==> src/rtl/intersection_pkg.sv <==
// Shared phase encodings, default durations and lamp vectors
// for the two-road intersection scheduler.
package intersection_pkg;

    typedef enum logic [2:0] {
        PH_ALL_RED   = 3'd0,
        PH_NS_GREEN  = 3'd1,
        PH_NS_YELLOW = 3'd2,
        PH_EW_GREEN  = 3'd3,
        PH_EW_YELLOW = 3'd4,
        PH_PED_WALK  = 3'd5
    } phase_e;

    localparam int DEF_TW            = 8;
    localparam int DEF_GREEN_CYCLES  = 16;
    localparam int DEF_YELLOW_CYCLES = 4;
    localparam int DEF_ALLRED_CYCLES = 2;
    localparam int DEF_PED_CYCLES    = 8;

    // Lamp vectors are ordered {red, yellow, green}.
    localparam logic [2:0] LAMP_RED    = 3'b100;
    localparam logic [2:0] LAMP_YELLOW = 3'b010;
    localparam logic [2:0] LAMP_GREEN  = 3'b001;

    localparam logic DIR_NS = 1'b0;
    localparam logic DIR_EW = 1'b1;

endpackage

==> src/rtl/intersection_scheduler_phase_timer.sv <==
// Loadable saturating down-counter that times each phase;
// done is high while the count sits at zero.
module phase_timer
    import intersection_pkg::*;
#(
    parameter int            TW          = DEF_TW,
    parameter logic [TW-1:0] RESET_VALUE = '0
) (
    input  logic          clk,
    input  logic          reset,
    input  logic          load,
    input  logic [TW-1:0] load_value,
    output logic          done
);

    logic [TW-1:0] count;

    always_ff @(posedge clk) begin
        if (reset) begin
            count <= RESET_VALUE;
        end else if (load) begin
            count <= load_value;
        end else if (count != '0) begin
            count <= count - 1'b1;
        end
    end

    assign done = (count == '0);

endmodule

==> src/rtl/intersection_scheduler.sv <==
// Two-road intersection sequencer: owns the crossing, sequences
// greens, yellows, clearance and an on-demand pedestrian walk.
module intersection_scheduler
    import intersection_pkg::*;
#(
    parameter int TW            = DEF_TW,
    parameter int GREEN_CYCLES  = DEF_GREEN_CYCLES,
    parameter int YELLOW_CYCLES = DEF_YELLOW_CYCLES,
    parameter int ALLRED_CYCLES = DEF_ALLRED_CYCLES,
    parameter int PED_CYCLES    = DEF_PED_CYCLES
) (
    input  logic       clk,
    input  logic       reset,
    input  logic       ns_req,
    input  logic       ew_req,
    input  logic       ped_req,
    input  logic       emergency,
    output logic       ns_red,
    output logic       ns_yellow,
    output logic       ns_green,
    output logic       ew_red,
    output logic       ew_yellow,
    output logic       ew_green,
    output logic       ped_walk,
    output logic       ped_ack,
    output logic [2:0] phase
);

    localparam logic [TW-1:0] GREEN_LOAD  = TW'(GREEN_CYCLES - 1);
    localparam logic [TW-1:0] YELLOW_LOAD = TW'(YELLOW_CYCLES - 1);
    localparam logic [TW-1:0] ALLRED_LOAD = TW'(ALLRED_CYCLES - 1);
    localparam logic [TW-1:0] PED_LOAD    = TW'(PED_CYCLES - 1);

    phase_e        state;
    phase_e        state_next;
    logic          next_dir;
    logic          next_dir_nx;
    logic          ped_pending;
    logic          ped_pending_nx;
    logic          done;
    logic          load;
    logic [TW-1:0] load_value;
    logic [2:0]    ns_lamp;
    logic [2:0]    ew_lamp;
    logic [2:0]    ns_lamp_nx;
    logic [2:0]    ew_lamp_nx;
    logic          ped_walk_nx;
    logic          ped_ack_nx;

    phase_timer #(
        .TW          (TW),
        .RESET_VALUE (ALLRED_LOAD)
    ) u_timer (
        .clk        (clk),
        .reset      (reset),
        .load       (load),
        .load_value (load_value),
        .done       (done)
    );

    always_comb begin
        state_next  = state;
        next_dir_nx = next_dir;
        case (state)
            PH_ALL_RED: begin
                if (done && !emergency) begin
                    if (ped_pending) begin
                        state_next = PH_PED_WALK;
                    end else if (next_dir == DIR_EW) begin
                        state_next = PH_EW_GREEN;
                    end else begin
                        state_next = PH_NS_GREEN;
                    end
                end
            end
            PH_NS_GREEN: begin
                // Green extends until someone else is waiting.
                if (emergency || (done && (ew_req || ped_pending))) begin
                    state_next = PH_NS_YELLOW;
                end
            end
            PH_NS_YELLOW: begin
                if (done) begin
                    state_next  = PH_ALL_RED;
                    next_dir_nx = DIR_EW;
                end
            end
            PH_EW_GREEN: begin
                if (emergency || (done && (ns_req || ped_pending))) begin
                    state_next = PH_EW_YELLOW;
                end
            end
            PH_EW_YELLOW: begin
                if (done) begin
                    state_next  = PH_ALL_RED;
                    next_dir_nx = DIR_NS;
                end
            end
            PH_PED_WALK: begin
                if (emergency || done) begin
                    state_next = PH_ALL_RED;
                end
            end
            default: begin
                state_next = PH_ALL_RED;
            end
        endcase
    end

    always_comb begin
        load       = (state_next != state);
        load_value = ALLRED_LOAD;
        case (state_next)
            PH_NS_GREEN,
            PH_EW_GREEN:  load_value = GREEN_LOAD;
            PH_NS_YELLOW,
            PH_EW_YELLOW: load_value = YELLOW_LOAD;
            PH_PED_WALK:  load_value = PED_LOAD;
            default:      load_value = ALLRED_LOAD;
        endcase
    end

    always_comb begin
        ns_lamp_nx  = LAMP_RED;
        ew_lamp_nx  = LAMP_RED;
        ped_walk_nx = 1'b0;
        case (state_next)
            PH_NS_GREEN:  ns_lamp_nx  = LAMP_GREEN;
            PH_NS_YELLOW: ns_lamp_nx  = LAMP_YELLOW;
            PH_EW_GREEN:  ew_lamp_nx  = LAMP_GREEN;
            PH_EW_YELLOW: ew_lamp_nx  = LAMP_YELLOW;
            PH_PED_WALK:  ped_walk_nx = 1'b1;
            default:      ped_walk_nx = 1'b0;
        endcase
    end

    // Entering the walk phase both acknowledges and clears the request.
    always_comb begin
        ped_ack_nx     = (state_next == PH_PED_WALK)
                      && (state != PH_PED_WALK);
        ped_pending_nx = ped_pending;
        if (ped_ack_nx) begin
            ped_pending_nx = 1'b0;
        end else if (ped_req && (state != PH_PED_WALK)) begin
            ped_pending_nx = 1'b1;
        end
    end

    always_ff @(posedge clk) begin
        if (reset) begin
            state       <= PH_ALL_RED;
            next_dir    <= DIR_NS;
            ped_pending <= 1'b0;
            ns_lamp     <= LAMP_RED;
            ew_lamp     <= LAMP_RED;
            ped_walk    <= 1'b0;
            ped_ack     <= 1'b0;
        end else begin
            state       <= state_next;
            next_dir    <= next_dir_nx;
            ped_pending <= ped_pending_nx;
            ns_lamp     <= ns_lamp_nx;
            ew_lamp     <= ew_lamp_nx;
            ped_walk    <= ped_walk_nx;
            ped_ack     <= ped_ack_nx;
        end
    end

    assign {ns_red, ns_yellow, ns_green} = ns_lamp;
    assign {ew_red, ew_yellow, ew_green} = ew_lamp;
    assign phase = state;

endmodule

==> config.mk <==
export PLATFORM = sky130hd
export DESIGN_NAME = intersection_scheduler
export DESIGN_NICKNAME = d
export VERILOG_FILES = /design/src/rtl/intersection_pkg.sv /design/src/rtl/intersection_scheduler_phase_timer.sv /design/src/rtl/intersection_scheduler.sv
export SDC_FILE = /design/constraint.sdc
export NUM_CORES = 1
export LEC_CHECK = 0
export BUFFER_PORTS_ARGS = -buffer_cell sky130_fd_sc_hd__buf_2
export CAP_MARGIN = 20
export CORE_MARGIN = 2
export CORE_UTILIZATION = 31
export CTS_CLUSTER_DIAMETER = 30
export DETAILED_ROUTE_END_ITERATION = 10
export PLACE_DENSITY = 0.6
export SLEW_MARGIN = 25
export SYNTH_ARGS = -nofsm -noshare
export SYNTH_HDL_FRONTEND = slang
export SYNTH_HIERARCHICAL = 1
export SYNTH_SLANG_ARGS = --single-unit
==> constraint.sdc <==
create_clock -name clk -period 3.6 [get_ports clk]
set_input_delay 0.36 -clock clk [delete_from_list [all_inputs] [get_ports clk]]
set_output_delay 0.36 -clock clk [all_outputs]
set_load 0.005 [all_outputs]
==> results of run 1 <==
-- power by group through the flow --
stage	sequential [mW]	clock, mW	combinational, mW
3_3_place_gp	0.353	0	0.390
3_5_place_dp	0.353	0	0.402
6_report	0.350	0.154	0.400
4_1_cts	0.349	0.160	0.403
5_1_grt	0.356	0.173	0.448
2_1_floorplan	0.334	0	0.355
-- cell usage after synthesis, types with 3 or more instances --
library cell   n  share of area
dfxtp_1       21           0.37
nor2_1        13          0.043
nand2_1       11          0.036
nor3_1         9          0.039
inv_1          7          0.023
a21oi_1        6          0.026
o32ai_1        4          0.031
xnor2_1        4          0.031
and2_1         3          0.016
buf_2          3          0.013
nor2b_1        3          0.016
nor3b_1        3          0.020
o21ai_0        3          0.013
-- cell families after synthesis --
kind of cell,after synthesis
other cells,2
compound gates,27
flops,21
buf+inv,18
fa+ha+maj,1
simple gates,58
xor+xnor,5
mux,2
-- state kept, by name, summed over array words and instances, names as in the netlist --
signal         cells
next_dir           1
ped_ack            1
ew_lamp            3
u_timer/count      8
ped_pending        1
ped_walk           1
phase              3
ns_lamp            3
-- layer usage --
| metal | global-route usage | vias up | share of wire | wire length, um |
|---|---|---|---|---|
| met2 | 0.171 | 27 | 0.45 | 1020 |
| met1 | 0.159 | 424 | 0.48 | 1100 |
| li1 | - | 489 | - | - |
| met5 | 0 | - | 0 | 0 |
| met4 | 0.0638 | 0 | 0.023 | 52 |
| met3 | 0.0191 | 4 | 0.047 | 108 |
-- path summary, 6_finish.rpt --
path,from,to,cells after the start
setup reg to reg,u_timer/count[3],u_timer/count[5],9
setup / recovery,u_timer/count[3],u_timer/count[5],9
hold reg to reg,next_dir,next_dir,2
hold / removal,ped_req,ped_pending,5
-- per-stage QoR --
| stage | area [um^2] | utilization | cells | hold slack [ps] |
|---|---|---|---|---|
| 2_1_floorplan | 1160 | - | 137 | 458 |
| 3_3_place_gp | 1240 | 0.344 | 192 | 483 |
| 3_5_place_dp | 1240 | 0.344 | 192 | 489 |
| 4_1_cts | 1290 | 0.357 | 196 | 429 |
| 5_1_grt | 1290 | 0.357 | 196 | 478 |
| 6_report | 1290 | 0.357 | 196 | 434 |
-- worst max-delay path: stages, from the launching register on --
cell and delay, ps:
dfxtp_1 370, nor4_4 360, and4bb_1 530, or3b_1 200, o2bb2ai_1 100, o21bai_1 200, o22ai_1 150, nand3_1 340
or2_2 460, o32ai_1 300
-- final cells by class --
type | instances | share of cell area
multi-input cells | 98 | 0.502
clock buffers | 3 | 0.0321
flip-flops and latches | 21 | 0.327
inverters | 9 | 0.0263
well taps | 48 | 0.0467
repair buffers | 16 | 0.0623
clock inverters | 1 | 0.00389
-- layout by cell type, fill, tap and decap left out, types with 2 or more instances in the layout --
cell / Yosys / routed
a21oi_1: 6 / 6
and2_1: 3 / 3
buf_2: 3 / 16
clkbuf_8: 0 / 3
conb_1: 2 / 5
dfxtp_1: 21 / 21
inv_1: 7 / 7
inv_2: 2 / 2
nand2_1: 11 / 11
nand3_1: 2 / 2
nor2_1: 13 / 13
nor2b_1: 3 / 3
nor3_1: 9 / 9
nor3b_1: 3 / 3
o21a_1: 2 / 2
o21ai_0: 3 / 3
o32ai_1: 4 / 4
xnor2_1: 4 / 4
==> results.cfg, run 1 <==
[route]
wl_per_cell_um = 11.7
drtAntennaViolNets = 0
via_per_inst = 4.82
totalWireLength_mm = 2.28
drcViolationCount = 0
drtPass1Iterations = 4
first_iter_violations = 36
vias = 944

[clock_tree]
cts_setup_buffers = 0
clock_latency_ps = 260
clock_path_buffers = 2
cts_root_buf = clkbuf_8
cts_hold_buf = 0
cts_tree = built
clkTransAtPathRegs_ps = 80
clock-sinks = 21
cts_made_buffers = 3
htree_levels = 1
cts_resized = 0

[die]
start_util = 0.317
fp.dieH_um = 64.8
num_rows = 22
die_w_um = 64.8
io_pins = 17
design.core.area_um2 = 3610
die_area_um2 = 4200

[synthesis]
synth_compound_area_frac = 0.180
synthFlopType = dfxtp_1
synth_seq_cells = 21
synth.area.mux_share = 0.0186
synthArstFlopShare = 0
synth_xor_area_frac = 0.0383
yosysWarnings = 6
synthDistinctLibCells = 51
synth_enable_flop_cells = 0
synth_area_um2 = 1140
postSynthCellCount = 134
synth_top_family_by_area = simple AND/OR/NAND/NOR gates
ys_seq_area_frac = 0.367
yosys.area_share.simple = 0.299
synthAdderAreaFrac = 0.0109
syn_avg_cell_area_um2 = 8.54

[timing]
period_share = 0.865
report.final.hold_viol_count = 0
fin_crit_ps = 3110
fin_ws_ps = 486
skew_ps = 4.29
rsz0062_at_grt = no
clock.fmax_mhz = 321
setup_viol = 0
drv_slew = 0
setup_tns_ps = 0

[run]
drv_cap = 0

[run_status]
status = finished, final reports clean

[grt]
grt.overflow.total = 0
grt_pass1_vias = 829
antenna_found_initial = 0
grtUsageTotal = 0.116
grt_pass1_wl_mm = 3.78
grt_max_degree = 19

[cells_and_area]
nets = 156
nFillCells = 384
seq_area_um2 = 420
area_growth_pct = 12.3
multi_input_comb_area_um2 = 646
antennaDiodeCount = 0
drive_gt1_frac = 0.203

[pwr]
worst_ir_drop_vdd_mv = 0.168
p_leak_nw = 0.505
combPwrFrac = 0.442
power.internal_mw = 0.551
swShare = 0.391
p_per_area_nw_per_um2 = 703
p_clk_frac = 0.171
p_seq_frac = 0.387
p_sw_mw = 0.353
power.total_mw = 0.904

[worst_setup_path]
endpoint_kind = flop
start_kind = flop
ff2ff_setup_slack_ps = 490
crit_type = reg2reg
cp_max_fo = 13
cp_data_required_time_ps = 3760
cp.arrival_ps = 3270

[place]
gp_congestion = 0.841
portBuffers = 16
hpwl_mm = 1.68
place_worst_setup_slack_ps = 468

[min_path]
hold_class = in2reg
Power figures use the tool's default switching activity.
==> run 2: changes to the inputs <==
- BUFFER_PORTS_ARGS: -buffer_cell sky130_fd_sc_hd__buf_2 -> -buffer_cell sky130_fd_sc_hd__buf_4
- clock period: 3.6 -> 2.96 ns (I/O delays scaled with it)
==> run 2 against run 1 <==
Sequential cell count is the same. Die area is the same. Global-route usage increased by 0.73 points. Non-clock buffer count up 2. Fmax is 17% higher. Critical path depth did not move. Setup slack got worse by 180 ps. Register-to-register slack worse by 180 ps. First-iteration DRC count fell by 19%. Highest routed layer unchanged.
==> results.cfg, run 2 (synthesis results as in run 1) <==
[worst_setup_path]
cp_max_fo = 7
cp.arrival_ps = 2820
cp_slowest_cell = nor4_4
path_cells = nor4_4 > and4bb_1 > or3b_1 > o2bb2ai_1 > o21bai_1 > o22ai_1 > nand3_1 > or2_2 > o32ai_1
cp-startpoint = u_timer/count[3]
crit_type = reg2reg
endpoint_kind = flop
r2r-start = u_timer/count[3]
cp_data_required_time_ps = 3120
slowest_delay_ps = 390
start_kind = flop

[die]
die_w_um = 64.8
start_util = 0.317
fp.dieH_um = 64.8
num_rows = 22
die_area_um2 = 4200
io_pins = 17
design.core.area_um2 = 3610

[grt]
antenna_found_initial = 0
grt_max_degree = 19
grt_pass1_vias = 920
grt.overflow.total = 0
grt_pass1_wl_mm = 4.05
grtUsageTotal = 0.123

[cells_and_area]
final_cell_mix = dfxtp_1, buf_4, nor2_1, nand2_1, nor3_1
final_common_cell = dfxtp_1
area_growth_pct = 17.4
nets = 158
nFillCells = 378
instances_no_fill = 198
largest_reg_flops = 8
antennaDiodeCount = 0
drive_gt1_frac = 0.213
regMostFlops = u_timer/count

[timing]
period_share = 0.897
clock.fmax_mhz = 377
fin_ws_ps = 306
report.final.hold_viol_count = 0
slew_headroom = 0.666
tightest_slew_ps = 501
setup_viol = 0
setup_tns_ps = 0
rsz0062_at_grt = no
skew_ps = 14.8
whs_ps = 332
fin_crit_ps = 2650
drv_slew = 0

[min_path]
hp-start = reset
hold_class = in2reg

[pwr]
p_sw_mw = 0.446
swShare = 0.389
combPwrFrac = 0.457
worst_ir_drop_vdd_mv = 0.201
p_leak_nw = 0.519
power.internal_mw = 0.701
p_per_area_nw_per_um2 = 854
power.total_mw = 1.15
p_clk_frac = 0.173
p_seq_frac = 0.370

[route]
first_iter_violations = 29
drtPass1Iterations = 4
drcViolationCount = 0
wl_per_cell_um = 12.0
drtAntennaViolNets = 0
totalWireLength_mm = 2.37
vias = 962
via_per_inst = 4.86

[clock_tree]
cts_hold_buf = 0
cts_resized = 0
cts_made_buffers = 3
cts_tree = built
cts_root_buf = clkbuf_8
clkTransAtPathRegs_ps = 90
htree_levels = 1
clock_path_buffers = 2
clock-sinks = 21
clock_latency_ps = 270
cts_setup_buffers = 0

[place]
gp_congestion = 0.887
hpwl_mm = 1.76
place_worst_setup_slack_ps = 362
dpl.cell_count = 194
portBuffers = 16

[run]
drv_cap = 0

[run_status]
status = finished, final reports clean
run 2: power by group through the flow:
stage,Sequential [mW],Combinational (mW),Clock [mW]
global placement,0.430,0.516,0
global route,0.436,0.587,0.214
finish,0.425,0.524,0.198
floorplan,0.407,0.431,0
detailed placement,0.431,0.524,0
CTS,0.426,0.526,0.202
run 2: final timing paths:
kind / endpoint / slack [ps] / depth (start not counted)
setup reg to reg: u_timer/count[4] / 310 / 9
hold reg to reg: next_dir / 510 / 2
hold / removal: ped_pending / 330 / 2
setup / recovery: u_timer/count[4] / 310 / 9
run 2: final cells by class:
| cell class | count | area [um^2] | area share |
|---|---|---|---|
| multi-input combinational | 98 | 646 | 0.480 |
| tap | 48 | 60.1 | 0.0447 |
| clock inverter | 1 | 7.51 | 0.00559 |
| timing repair buffer | 18 | 135 | 0.101 |
| sequential | 21 | 420 | 0.313 |
| inverter | 9 | 33.8 | 0.0251 |
| clock buffer | 3 | 41.3 | 0.0307 |
run 2: per-layer routing:
metal  GRT usage  vias to the layer above  share of wire
met2       0.205                       25           0.46
met5           0                        -              0
met3      0.0174                        4          0.042
li1            -                      492              -
met1       0.154                      441           0.48
met4      0.0638                        0          0.022
run 2: stage by stage:
step | util | cell area, um^2
6_report | 0.373 | 1340
5_1_grt | 0.373 | 1340
4_1_cts | 0.373 | 1340
3_5_place_dp | 0.359 | 1290
3_3_place_gp | 0.359 | 1290
2_1_floorplan | - | 1160
run 2: critical path: cells and delay by family, from the launching register on:
family | cells | cell delay, ps
AO/OA/AOI/OAI | 4 | 750
flip-flops | 1 | 380
AND/OR/NAND/NOR | 5 | 1420
